<file path="config.mk">
export PLATFORM = sky130hd
export DESIGN_NAME = vga_timing_gen
export DESIGN_NICKNAME = d
export VERILOG_FILES = /design/src/rtl/vga_pkg.sv /design/src/rtl/pixel_delay_line.sv /design/src/rtl/vga_timing_gen.sv
export SDC_FILE = /design/constraint.sdc
export NUM_CORES = 1
export LEC_CHECK = 0
export BUFFER_PORTS_ARGS = -buffer_cell sky130_fd_sc_hd__buf_2
export CAP_MARGIN = 40
export CORE_MARGIN = 2
export CORE_UTILIZATION = 58
export CTS_BUF_LIST = sky130_fd_sc_hd__clkbuf_2
export DETAILED_ROUTE_END_ITERATION = 16
export PLACE_DENSITY_LB_ADDON = 0.05
export SLEW_MARGIN = 40
export SYNTH_ARGS = -nofsm -noshare
export SYNTH_HDL_FRONTEND = slang
export SYNTH_SLANG_ARGS = --single-unit
</file>
<file path="constraint.sdc">
create_clock -name i_clk -period 2.5 [get_ports i_clk]
set_input_delay 0.5 -clock i_clk [delete_from_list [all_inputs] [get_ports i_clk]]
set_output_delay 0.5 -clock i_clk [all_outputs]
set_load 0.03 [all_outputs]
</file>
<file path="src/rtl/vga_pkg.sv">
// Default 640x480@60 timing constants and the sync bundle carried through the delay line.
package vga_pkg;

    localparam int DEF_H_ACTIVE = 640;
    localparam int DEF_H_FP     = 16;
    localparam int DEF_H_SYNC   = 96;
    localparam int DEF_H_BP     = 48;
    localparam int DEF_V_ACTIVE = 480;
    localparam int DEF_V_FP     = 10;
    localparam int DEF_V_SYNC   = 2;
    localparam int DEF_V_BP     = 33;

    localparam int DEF_H_TOTAL = DEF_H_ACTIVE + DEF_H_FP + DEF_H_SYNC + DEF_H_BP;
    localparam int DEF_V_TOTAL = DEF_V_ACTIVE + DEF_V_FP + DEF_V_SYNC + DEF_V_BP;

    typedef struct packed {
        logic hsync;
        logic vsync;
        logic blank_n;
    } sync_t;

    // Idle raster level: both syncs deasserted, video blanked.
    localparam sync_t SYNC_IDLE = '{hsync: 1'b1, vsync: 1'b1, blank_n: 1'b0};

endpackage

</file>
<file path="src/rtl/pixel_delay_line.sv">
// Shift register advanced once per pixel slot; reset loads every stage with a fill value.
module pixel_delay_line #(
    parameter int DEPTH = 2,
    parameter int WIDTH = 3
) (
    input  logic             i_clk,
    input  logic             i_rst,
    input  logic             i_en,
    input  logic [WIDTH-1:0] i_fill,
    input  logic [WIDTH-1:0] i_d,
    output logic [WIDTH-1:0] o_q
);

    logic [WIDTH-1:0] r_stage [DEPTH];

    always_ff @(posedge i_clk) begin
        if (i_rst) begin
            for (int i = 0; i < DEPTH; i++) begin
                r_stage[i] <= i_fill;
            end
        end else if (i_en) begin
            r_stage[0] <= i_d;
            for (int i = 1; i < DEPTH; i++) begin
                r_stage[i] <= r_stage[i-1];
            end
        end
    end

    assign o_q = r_stage[DEPTH-1];

endmodule

</file>
<file path="src/rtl/vga_timing_gen.sv">
// VGA raster generator: pixel-slot divider, h/v counters, and sync/blank delayed to match
// the sprite pipeline latency.
module vga_timing_gen
    import vga_pkg::*;
#(
    parameter int H_ACTIVE = DEF_H_ACTIVE,
    parameter int H_FP     = DEF_H_FP,
    parameter int H_SYNC   = DEF_H_SYNC,
    parameter int H_BP     = DEF_H_BP,
    parameter int V_ACTIVE = DEF_V_ACTIVE,
    parameter int V_FP     = DEF_V_FP,
    parameter int V_SYNC   = DEF_V_SYNC,
    parameter int V_BP     = DEF_V_BP,
    parameter int CLK_DIV  = 2,
    parameter int PIPE_DLY = 2
) (
    input  logic       i_clk,
    input  logic       i_rst,
    output logic       o_pix_en,
    output logic [9:0] o_posx,
    output logic [9:0] o_posy,
    output logic       o_active,
    output logic       o_line_start,
    output logic       o_frame_start,
    output logic       o_hsync,
    output logic       o_vsync,
    output logic       o_blank_n
);

    localparam int H_TOTAL = H_ACTIVE + H_FP + H_SYNC + H_BP;
    localparam int V_TOTAL = V_ACTIVE + V_FP + V_SYNC + V_BP;

    localparam logic [9:0] H_LAST   = 10'(H_TOTAL - 1);
    localparam logic [9:0] V_LAST   = 10'(V_TOTAL - 1);
    localparam logic [9:0] H_ACT    = 10'(H_ACTIVE);
    localparam logic [9:0] V_ACT    = 10'(V_ACTIVE);
    localparam logic [9:0] HS_START = 10'(H_ACTIVE + H_FP);
    localparam logic [9:0] HS_END   = 10'(H_ACTIVE + H_FP + H_SYNC - 1);
    localparam logic [9:0] VS_START = 10'(V_ACTIVE + V_FP);
    localparam logic [9:0] VS_END   = 10'(V_ACTIVE + V_FP + V_SYNC - 1);
    localparam logic [2:0] DIV_LAST = 3'(CLK_DIV - 1);

    if (H_TOTAL > 1024) begin : g_h_range
        $error("vga_timing_gen: H_TOTAL does not fit the 10-bit column counter");
    end
    if (V_TOTAL > 1024) begin : g_v_range
        $error("vga_timing_gen: V_TOTAL does not fit the 10-bit line counter");
    end
    if (CLK_DIV < 1 || CLK_DIV > 8) begin : g_div_range
        $error("vga_timing_gen: CLK_DIV must be 1..8");
    end
    if (PIPE_DLY < 1 || PIPE_DLY > 4) begin : g_dly_range
        $error("vga_timing_gen: PIPE_DLY must be 1..4");
    end

    logic [2:0] r_div;
    logic       r_pix_en;
    logic [9:0] r_posx;
    logic [9:0] r_posy;
    logic       r_active;
    logic       r_line_start;
    logic       r_frame_start;

    logic [2:0] w_div_nxt;
    logic       w_pix_en_nxt;
    logic [9:0] w_posx_nxt;
    logic [9:0] w_posy_nxt;
    logic       w_line_start_nxt;
    sync_t      w_raw;
    sync_t      w_dly;

    // Strobes and active are computed from the next position so that, once registered,
    // they describe the slot that posx/posy are currently showing.
    always_comb begin
        w_div_nxt    = (r_div == DIV_LAST) ? 3'd0 : r_div + 3'd1;
        w_pix_en_nxt = (w_div_nxt == DIV_LAST);
        w_posx_nxt   = r_posx;
        w_posy_nxt   = r_posy;
        if (r_pix_en) begin
            if (r_posx == H_LAST) begin
                w_posx_nxt = 10'd0;
                w_posy_nxt = (r_posy == V_LAST) ? 10'd0 : r_posy + 10'd1;
            end else begin
                w_posx_nxt = r_posx + 10'd1;
            end
        end
        w_line_start_nxt = w_pix_en_nxt && (w_posx_nxt == 10'd0);
    end

    always_ff @(posedge i_clk) begin
        if (i_rst) begin
            r_div         <= 3'd0;
            r_pix_en      <= 1'b0;
            r_posx        <= 10'd0;
            r_posy        <= 10'd0;
            r_active      <= 1'b1;
            r_line_start  <= 1'b0;
            r_frame_start <= 1'b0;
        end else begin
            r_div         <= w_div_nxt;
            r_pix_en      <= w_pix_en_nxt;
            r_posx        <= w_posx_nxt;
            r_posy        <= w_posy_nxt;
            r_active      <= (w_posx_nxt < H_ACT) && (w_posy_nxt < V_ACT);
            r_line_start  <= w_line_start_nxt;
            r_frame_start <= w_line_start_nxt && (w_posy_nxt == 10'd0);
        end
    end

    always_comb begin
        w_raw.hsync   = !((r_posx >= HS_START) && (r_posx <= HS_END));
        w_raw.vsync   = !((r_posy >= VS_START) && (r_posy <= VS_END));
        w_raw.blank_n = r_active;
    end

    pixel_delay_line #(
        .DEPTH (PIPE_DLY),
        .WIDTH ($bits(sync_t))
    ) u_sync_dly (
        .i_clk  (i_clk),
        .i_rst  (i_rst),
        .i_en   (r_pix_en),
        .i_fill (SYNC_IDLE),
        .i_d    (w_raw),
        .o_q    (w_dly)
    );

    assign o_pix_en      = r_pix_en;
    assign o_posx        = r_posx;
    assign o_posy        = r_posy;
    assign o_active      = r_active;
    assign o_line_start  = r_line_start;
    assign o_frame_start = r_frame_start;
    assign o_hsync       = w_dly.hsync;
    assign o_vsync       = w_dly.vsync;
    assign o_blank_n     = w_dly.blank_n;

endmodule

</file>
# After elaboration in Yosys (flattened, before gate mapping)
# Memory sizes are Yosys's and may differ from the RTL's.
# Cells that the tools add are included.
[classes]
reduce_logical = 9
n_eq_ne = 4
n_addsub = 3
bitwise_logic = 2
n_mux = 13
n_lt_le_gt_ge = 6
[op_table]
columns = ["operator", "n"]
rows = [
  ["$mux 10", 5],
  ["$add 10x1->10 const B", 2],
  ["$eq 10x10->1 const B", 2],
  ["$logic_not 10->1", 2],
  ["$ge 10x10->1 const B", 1],
  ["$ge 10x9->1 const B", 1],
  ["$le 10x10->1 const B", 1],
  ["$le 10x9->1 const B", 1],
  ["$lt 10x10->1 const B", 1],
  ["$lt 10x9->1 const B", 1],
  ["$mux 3", 3],
  ["$eq 3x1->1 const B", 2],
  ["$logic_and 1x1->1", 5],
  ["$mux 1", 5],
  ["$add 3x1->3 const B", 1],
  ["$logic_not 1->1", 2],
  ["$or 1x1->1", 2],
]
[word_totals]
ff_bits = 27
input_bits = 2
mem_count = 1
ramBits = 6
output_inout_bits = 27
elab_cells = 45
[memory_table]
columns = ["memory", "words", "width", "read_ports", "rd_clocked_by_memory_dff", "wr", "line", "text"]
rows = [
  ["u_sync_dly.r_stage", 2, 3, 2, 0, 2, "pixel_delay_line.sv:14", "logic [WIDTH-1:0] r_stage [DEPTH];"],
]

# Longest topological paths before layout
# Gate-level depths: netlist of run 1.
[logic_depth]
word_depth = 6
depth_mapped = 9
ltp_nobuf = 8

# Hierarchy
# A second synthesis of run 1 with hierarchy kept.
[hier_totals]
cells_unflattened = 211
hier_area_um2 = 1888.1
[by_module_without_submodules]
columns = ["module", "area_per_inst_um2", "cells_per_inst", "seq_area_each_um2", "instances"]
rows = [
  ["vga_timing_gen", 1584.0, 193, 540.5, 1],
  ["pixel_delay_line", 304.0, 18, 180.2, 1],
]

# Worst setup path before layout of run 1
# OpenSTA, ideal clock, no wires.
[synth_path]
path_type = "reg-to-reg"
startpoint = "register r_posy[0], in the netlist o_posy[0]"
endpoint = "register r_active, in the netlist o_active"
path_buffers = 1
slack_ns = 0.349
path_stages_with_launch = 10
period_less_slack_ns = 2.151
required_ns = 2.385
arrival_ns = 2.035
setup_time_ns = 0.115
cell_sequence = "dfxtp_1 inv_1 ha_1 nor4bb_1 and3_1 clkbuf_1 nand2b_1 o21a_1 nand3b_1 a31o_1"
[synth_between]
elab_chain_cells = 6
elab_cells_between_ends = 7
classes_between = "add/sub: 1; order compare: 1; eq/ne: 1; mux: 3; reduce/logical: 1"
[synth_rtl]
columns = ["element", "line", "text"]
rows = [
  ["start, declared", "vga_timing_gen.sv:59", "logic [9:0] r_posy;"],
  ["start signal, assigned", "vga_timing_gen.sv:103", "r_posy <= w_posy_nxt;"],
  ["$add 10x1->10 or $eq 10x10->1 (tied branches)", "vga_timing_gen.sv:82", "w_posy_nxt = (r_posy == V_LAST) ? 10'd0 : r_posy + 10'd1;"],
  ["$mux 10", "vga_timing_gen.sv:82", ""],
  ["$mux 10", "vga_timing_gen.sv:80", "if (r_posx == H_LAST) begin"],
  ["$mux 10 (*)", "vga_timing_gen.sv:79", "if (r_pix_en) begin"],
  ["$lt 10x9->1 (*)", "vga_timing_gen.sv:104", "r_active <= (w_posx_nxt < H_ACT) && (w_posy_nxt < V_ACT);"],
  ["$logic_and 1x1->1 (*)", "vga_timing_gen.sv:104", ""],
  ["end signal, assigned", "vga_timing_gen.sv:104", ""],
  ["end, declared", "vga_timing_gen.sv:60", "logic r_active;"],
]
# Mark *: on every way between the ends. The rest lies on a longest branch, timed or not.
# A chain may end at the register's enable or synchronous reset.

# Worst setup path in the final report of run 1
[layout_path]
startpoint = "register r_posx[0], in the netlist o_posx[0]"
endpoint = "register r_frame_start, in the netlist o_frame_start"
[layout_between]
elab_chain_cells = 6
elab_cells_between_ends = 10
classes_between = "add/sub: 1; eq/ne: 1; mux: 4; reduce/logical: 4"
[layout_rtl]
columns = ["element", "line", "text"]
rows = [
  ["start, declared", "vga_timing_gen.sv:58", "logic [9:0] r_posx;"],
  ["start signal, assigned", "vga_timing_gen.sv:102", "r_posx <= w_posx_nxt;"],
  ["$add 10x1->10 or $eq 10x10->1 (tied branches)", "vga_timing_gen.sv:84, vga_timing_gen.sv:80", ""],
  ["$mux 10", "vga_timing_gen.sv:80", ""],
  ["$mux 10", "vga_timing_gen.sv:79", ""],
  ["$logic_not 10->1", "vga_timing_gen.sv:87", "w_line_start_nxt = w_pix_en_nxt && (w_posx_nxt == 10'd0);"],
  ["$logic_and 1x1->1", "vga_timing_gen.sv:87", ""],
  ["$logic_and 1x1->1 (*)", "vga_timing_gen.sv:106", "r_frame_start <= w_line_start_nxt && (w_posy_nxt == 10'd0);"],
  ["end signal, assigned", "vga_timing_gen.sv:106", ""],
  ["end, declared", "vga_timing_gen.sv:62", "logic r_frame_start;"],
]
# Marks and branches as above.

==> results of run 1 <==
## metal layers
metal  share of wire, %  track usage (%)
met5                  0                0
met4                1.8             12.1
met3                8.2             5.41
met2                 44             36.6
met1                 46             36.9
## synthesized netlist by cell type (2+ instances only)
cell type	n	area, µm²
a21oi_1	10	50.1
a31oi_1	3	18.8
and2_1	3	18.8
and3_1	6	37.5
and4_1	5	43.8
buf_2	4	20.0
buf_4	2	15.0
buf_6	2	22.5
clkbuf_1	5	18.8
dfxtp_1	27	541
edfxtp_1	6	180
ha_1	5	62.6
inv_1	4	15.0
nand2_1	11	41.3
nand2b_1	6	37.5
nand3_1	12	60.1
nand3_2	2	20.0
nand3b_1	4	30.0
nand4_1	4	25.0
nor2_1	21	78.8
nor2b_1	4	25.0
nor3_1	6	30.0
nor4_1	2	12.5
o21a_1	2	15.0
o21ai_0	9	45.0
o21ai_1	2	10.0
o31a_1	2	17.5
or3_1	2	12.5
or4_1	2	15.0
xnor2_1	4	35.0
xor2_1	8	70.1
## path summary, 6_finish.rpt
check                                from                       end  slack [ps]  cells past startpoint
worst max-delay path            o_posx[0]             o_frame_start         260                      7
worst min-delay path                i_rst  u_sync_dly.r_stage[0][5]         470                      3
worst max register to register  o_posx[0]             o_frame_start         260                      7
worst min register to register   r_div[1]                  o_pix_en         500                      1
## worst reg2reg max path, cell delays in order, from the launching register on
cell	delay (ps)
dfxtp_1	480
ha_1	240
and4_4	280
nand3_2	260
or4_1	480
o31a_1	110
a21oi_1	150
and4_1	180
## state kept, by name (all words and copies together) (netlist names)
name,count
o_active,1
o_frame_start,1
o_line_start,1
o_pix_en,1
o_posx,10
o_posy,10
r_div,3
u_sync_dly.r_stage,6
## layout make-up
| cell class | instances | area [µm²] |
|---|---|---|
| multi-input combinational | 156 | 1010 |
| fill | 268 | 1010 |
| tap | 44 | 55.1 |
| inverter | 4 | 15.0 |
| clock buffer | 5 | 25.0 |
| timing repair buffer | 33 | 178 |
| sequential | 33 | 721 |
| clock inverter | 3 | 12.5 |
## per-stage QoR
step | hold WS, ps | cells | instance area [µm²]
3_5_place_dp | 483 | 270 | 1980
5_1_grt | 468 | 278 | 2010
6_report | 474 | 278 | 2010
4_1_cts | 460 | 278 | 2010
2_1_floorplan | 433 | 206 | 1820
3_3_place_gp | 441 | 270 | 1980
## power groups by stage
stage / logic [µW] / registers, µW / clock network, µW
detailed placement: 61.2 / 570 / 0
global placement: 60.2 / 569 / 0
global route: 67.0 / 561 / 274
CTS: 62.5 / 559 / 256
finish: 61.9 / 559 / 251
floorplan: 27.0 / 585 / 0
## logic make-up after synthesis
group | synth area share (%)
and+or+nand+nor | 32.5
AOI/OAI and AO/OA | 12.4
DFF | 39.6
buffers and inverters | 5.02
xor gates and xnor gates | 5.78
adders and majority gates | 3.44
muxes | 1.17
==> out/results.txt, run 1 <==
Pwr Density - 433 mW/mm²
commonest non-fill, non-tap cell in the layout - buf_2
Post-synth ARST share - 0%
setup_tns - 0 ps
DR WL/cell - 15.1 µm
Die ar. - 0.00360 mm²
Pre-Repair DR Iteration Count - 4
die height - 60.0 µm
Setup crit start kind - flop
GRT overflow - 0
status - finished clean
Reg clk slew, reported paths - 180 ps
Synthesized Nets - 213
routed wire length - 4200 µm
Tightest Pin Transition - 401 ps
root buffer cell - clkbuf_2
fin crit share - 89.5%
Int Pwr - 631 µW
slowest stage delay, CP - 480 ps
Area Growth Syn to Fin - 10.7%
Psw - 241 µW
sequential share of power - 64.1%
register area share after synthesis - 39.6%
Final Hold Fails - 0
via count - 1594
Overall Global Routing Usage - 25.7%
commonest non-fill, non-tap cells in the layout - buf_2, dfxtp_1, nor2_1
# diodes - 0
Crit path max-delay family - simple AND/OR/NAND/NOR gates
static leakage - 0.000812 µW
Bufs on Longest Clock Path - 2
cts hold-fix bufs - 0
Top Ports - 29
synthesized flop and latch total - 33
worst path cell trace - ha_1 > and4_4 > nand3_2 > or4_1 > o31a_1 > a21oi_1 > and4_1
post-layout util - 66.5%
Clock power frac - 28.8%
Post-Syn Instances - 206
Final Skew - 13.0 ps
Max Clk Rate - 0.447 GHz
vias in the first global route - 1374
worst setup margin - 261 ps
CP arrival - 2580 ps
residual DRC count - 0
min Tclk post-route - 2240 ps
RSZ-0062 raised after global routing - no
Req. time, crit path - 2840 ps
area of the core - 0.00303 mm²
Hold/Removal Path Class - primary input to flop
CTS resizes - 0
setup-violating endpoint count in the final report - 0
Pins Over Slew Limit - 0
max cap viols - 0
worst skew pair latency - 390 ps
port buffer count - 28
Pwr Total - 872 µW
Max-slew headroom - 73.0%
Sink Count - 33
row count - 20
starting density of the core - 60.1%
Ys Warns - 0
largest net degree at the start of global routing - 27
clock buffer count from CTS - 5
CP Max Fanout - 14
postcts setup bufs - 0
syn avg cell area - 8.83 µm²
switching portion of total power - 27.6%
Main synth FF type - dfxtp_1
DR iter-0 viols - 103
antenna-violating nets left - 0
mapped cell area - 0.00182 mm²
Final Wtd Congestion - 0.911
worst vdd ir - 0.000292 V
Post-synth EDFFs - 6
Via density - 5.73
Netlist cell types - 52
CP Capture Type - flop
CP bufs+invs - 0
first-pass GRT wire length - 6730 µm
H-Tree Depth - 2
Final nets - 240
Gate power share - 7.1%
DP Worst Slack - 340 ps
DP HPWL - 3000 µm
antenna violations before repair - 0
share of cells above drive strength 1 - 20.1%
Crit Path Class - flop to flop
DIE WIDTH - 60.0 µm
Worst path slowest cell - dfxtp_1
CTS tree - done
Note: power is estimated with default switching activity, not from simulation.
==> run 2: changes to the inputs <==
RECOVER_POWER = 50   (was not set)
==> out/results.txt, run 2 (synthesis results as in run 1) <==
antenna-violating nets left - 0
share of cells above drive strength 1 - 14.5%
root buffer cell - clkbuf_2
Max Clk Rate - 0.446 GHz
commonest non-fill, non-tap cells in the layout - dfxtp_1, nor2_1, buf_2
DIE WIDTH - 60.0 µm
Overall Global Routing Usage - 25.7%
Pre-Repair DR Iteration Count - 4
routed wire length - 4190 µm
fin area - 0.00199 mm²
port buffer count - 28
Pins Over Slew Limit - 0
Pwr Density - 435 mW/mm²
first-pass GRT wire length - 6730 µm
worst skew pair latency - 390 ps
max cap viols - 0
Tightest Pin Transition - 1110 ps
setup-violating endpoint count in the final report - 0
Die ar. - 0.00360 mm²
area of the core - 0.00303 mm²
clock buffer count from CTS - 5
commonest non-fill, non-tap cell in the layout - dfxtp_1
worst vdd ir - 0.000291 V
static leakage - 0.000770 µW
# diodes - 0
Area Growth Syn to Fin - 9.56%
RSZ-0062 raised after global routing - no
Max-slew headroom - 25.9%
DR iter-0 viols - 103
Top Ports - 29
via count - 1609
Bufs on Longest Clock Path - 2
starting density of the core - 60.1%
Crit Path Class - flop to flop
Cell Area, Placed - 0.00198 mm²
fin crit share - 89.7%
setup_tns - 0 ps
Req. time, crit path - 2840 ps
Via density - 5.79
H-Tree Depth - 2
post-layout util - 65.8%
CP Capture Type - flop
Final nets - 240
residual DRC count - 0
Reg clk slew, reported paths - 180 ps
cts hold-fix bufs - 0
DR WL/cell - 15.1 µm
Final Skew - 13.8 ps
largest net degree at the start of global routing - 27
Sink Count - 33
Setup crit start kind - flop
Final Wtd Congestion - 0.911
die height - 60.0 µm
antenna violations before repair - 0
CP Max Fanout - 14
CTS resizes - 0
postcts setup bufs - 0
row count - 20
vias in the first global route - 1374
Pwr Total - 868 µW
CP arrival - 2590 ps
status - finished clean
CTS tree - done
Final Hold Fails - 0
DP HPWL - 3000 µm
Hold/Removal Path Class - primary input to flop
GRT overflow - 0
min Tclk post-route - 2240 ps
[run 2: cell types whose count changed in the layout (fill, tap and decap cells not counted), sizes merged]
cell,delta
clkbuf,+12
buf,-12
[run 2: final cells by class]
class	instances	area [µm²]
fill	273	1030
inverter	4	15.0
clock inverter	3	12.5
tap	44	55.1
clock buffer	5	25.0
multi-input combinational	156	1010
sequential	33	721
timing repair buffer	33	158
[run 2: power by group]
group	leakage, µW	switching [µW]	total [µW]	internal [µW]
clock network	0.0000278	189	250	61.1
logic	0.000473	43.5	58.6	15.0
registers	0.000269	7.28	559	552
total	0.000770	240	868	628
[run 2: stage by stage]
stage          setup slack (ps)  hold WS [ps]  instances
2_1_floorplan               349           433        206
3_3_place_gp                440           441        270
3_5_place_dp                340           483        270
4_1_cts                     290           460        278
5_1_grt                    90.7           468        278
6_report                    257           472        278
[run 2: worst paths after layout]
check,start,end,slack [ps],cells past startpoint
worst max-delay path,o_posx[0],o_frame_start,260,7
worst max register to register,o_posx[0],o_frame_start,260,7
worst min-delay path,i_rst,u_sync_dly.r_stage[0][5],470,3
worst min register to register,r_div[1],o_pix_en,490,1
[run 2: critical path: stages (launching register included)]
cell     delay, ps
dfxtp_1        480
ha_1           240
and4_4         280
nand3_2        260
or4_1          480
o31a_1         110
a21oi_1        150
and4_1         180
[run 2: per-layer routing]
metal | vias to the layer above | GRT usage (%) | part of all wire (%)
met2 | 68 | 36.6 | 45
li1 | 797 | - | -
met4 | 0 | 12.1 | 1.8
met3 | 7 | 5.41 | 7.9
met5 | - | 0 | 0
met1 | 737 | 36.9 | 46
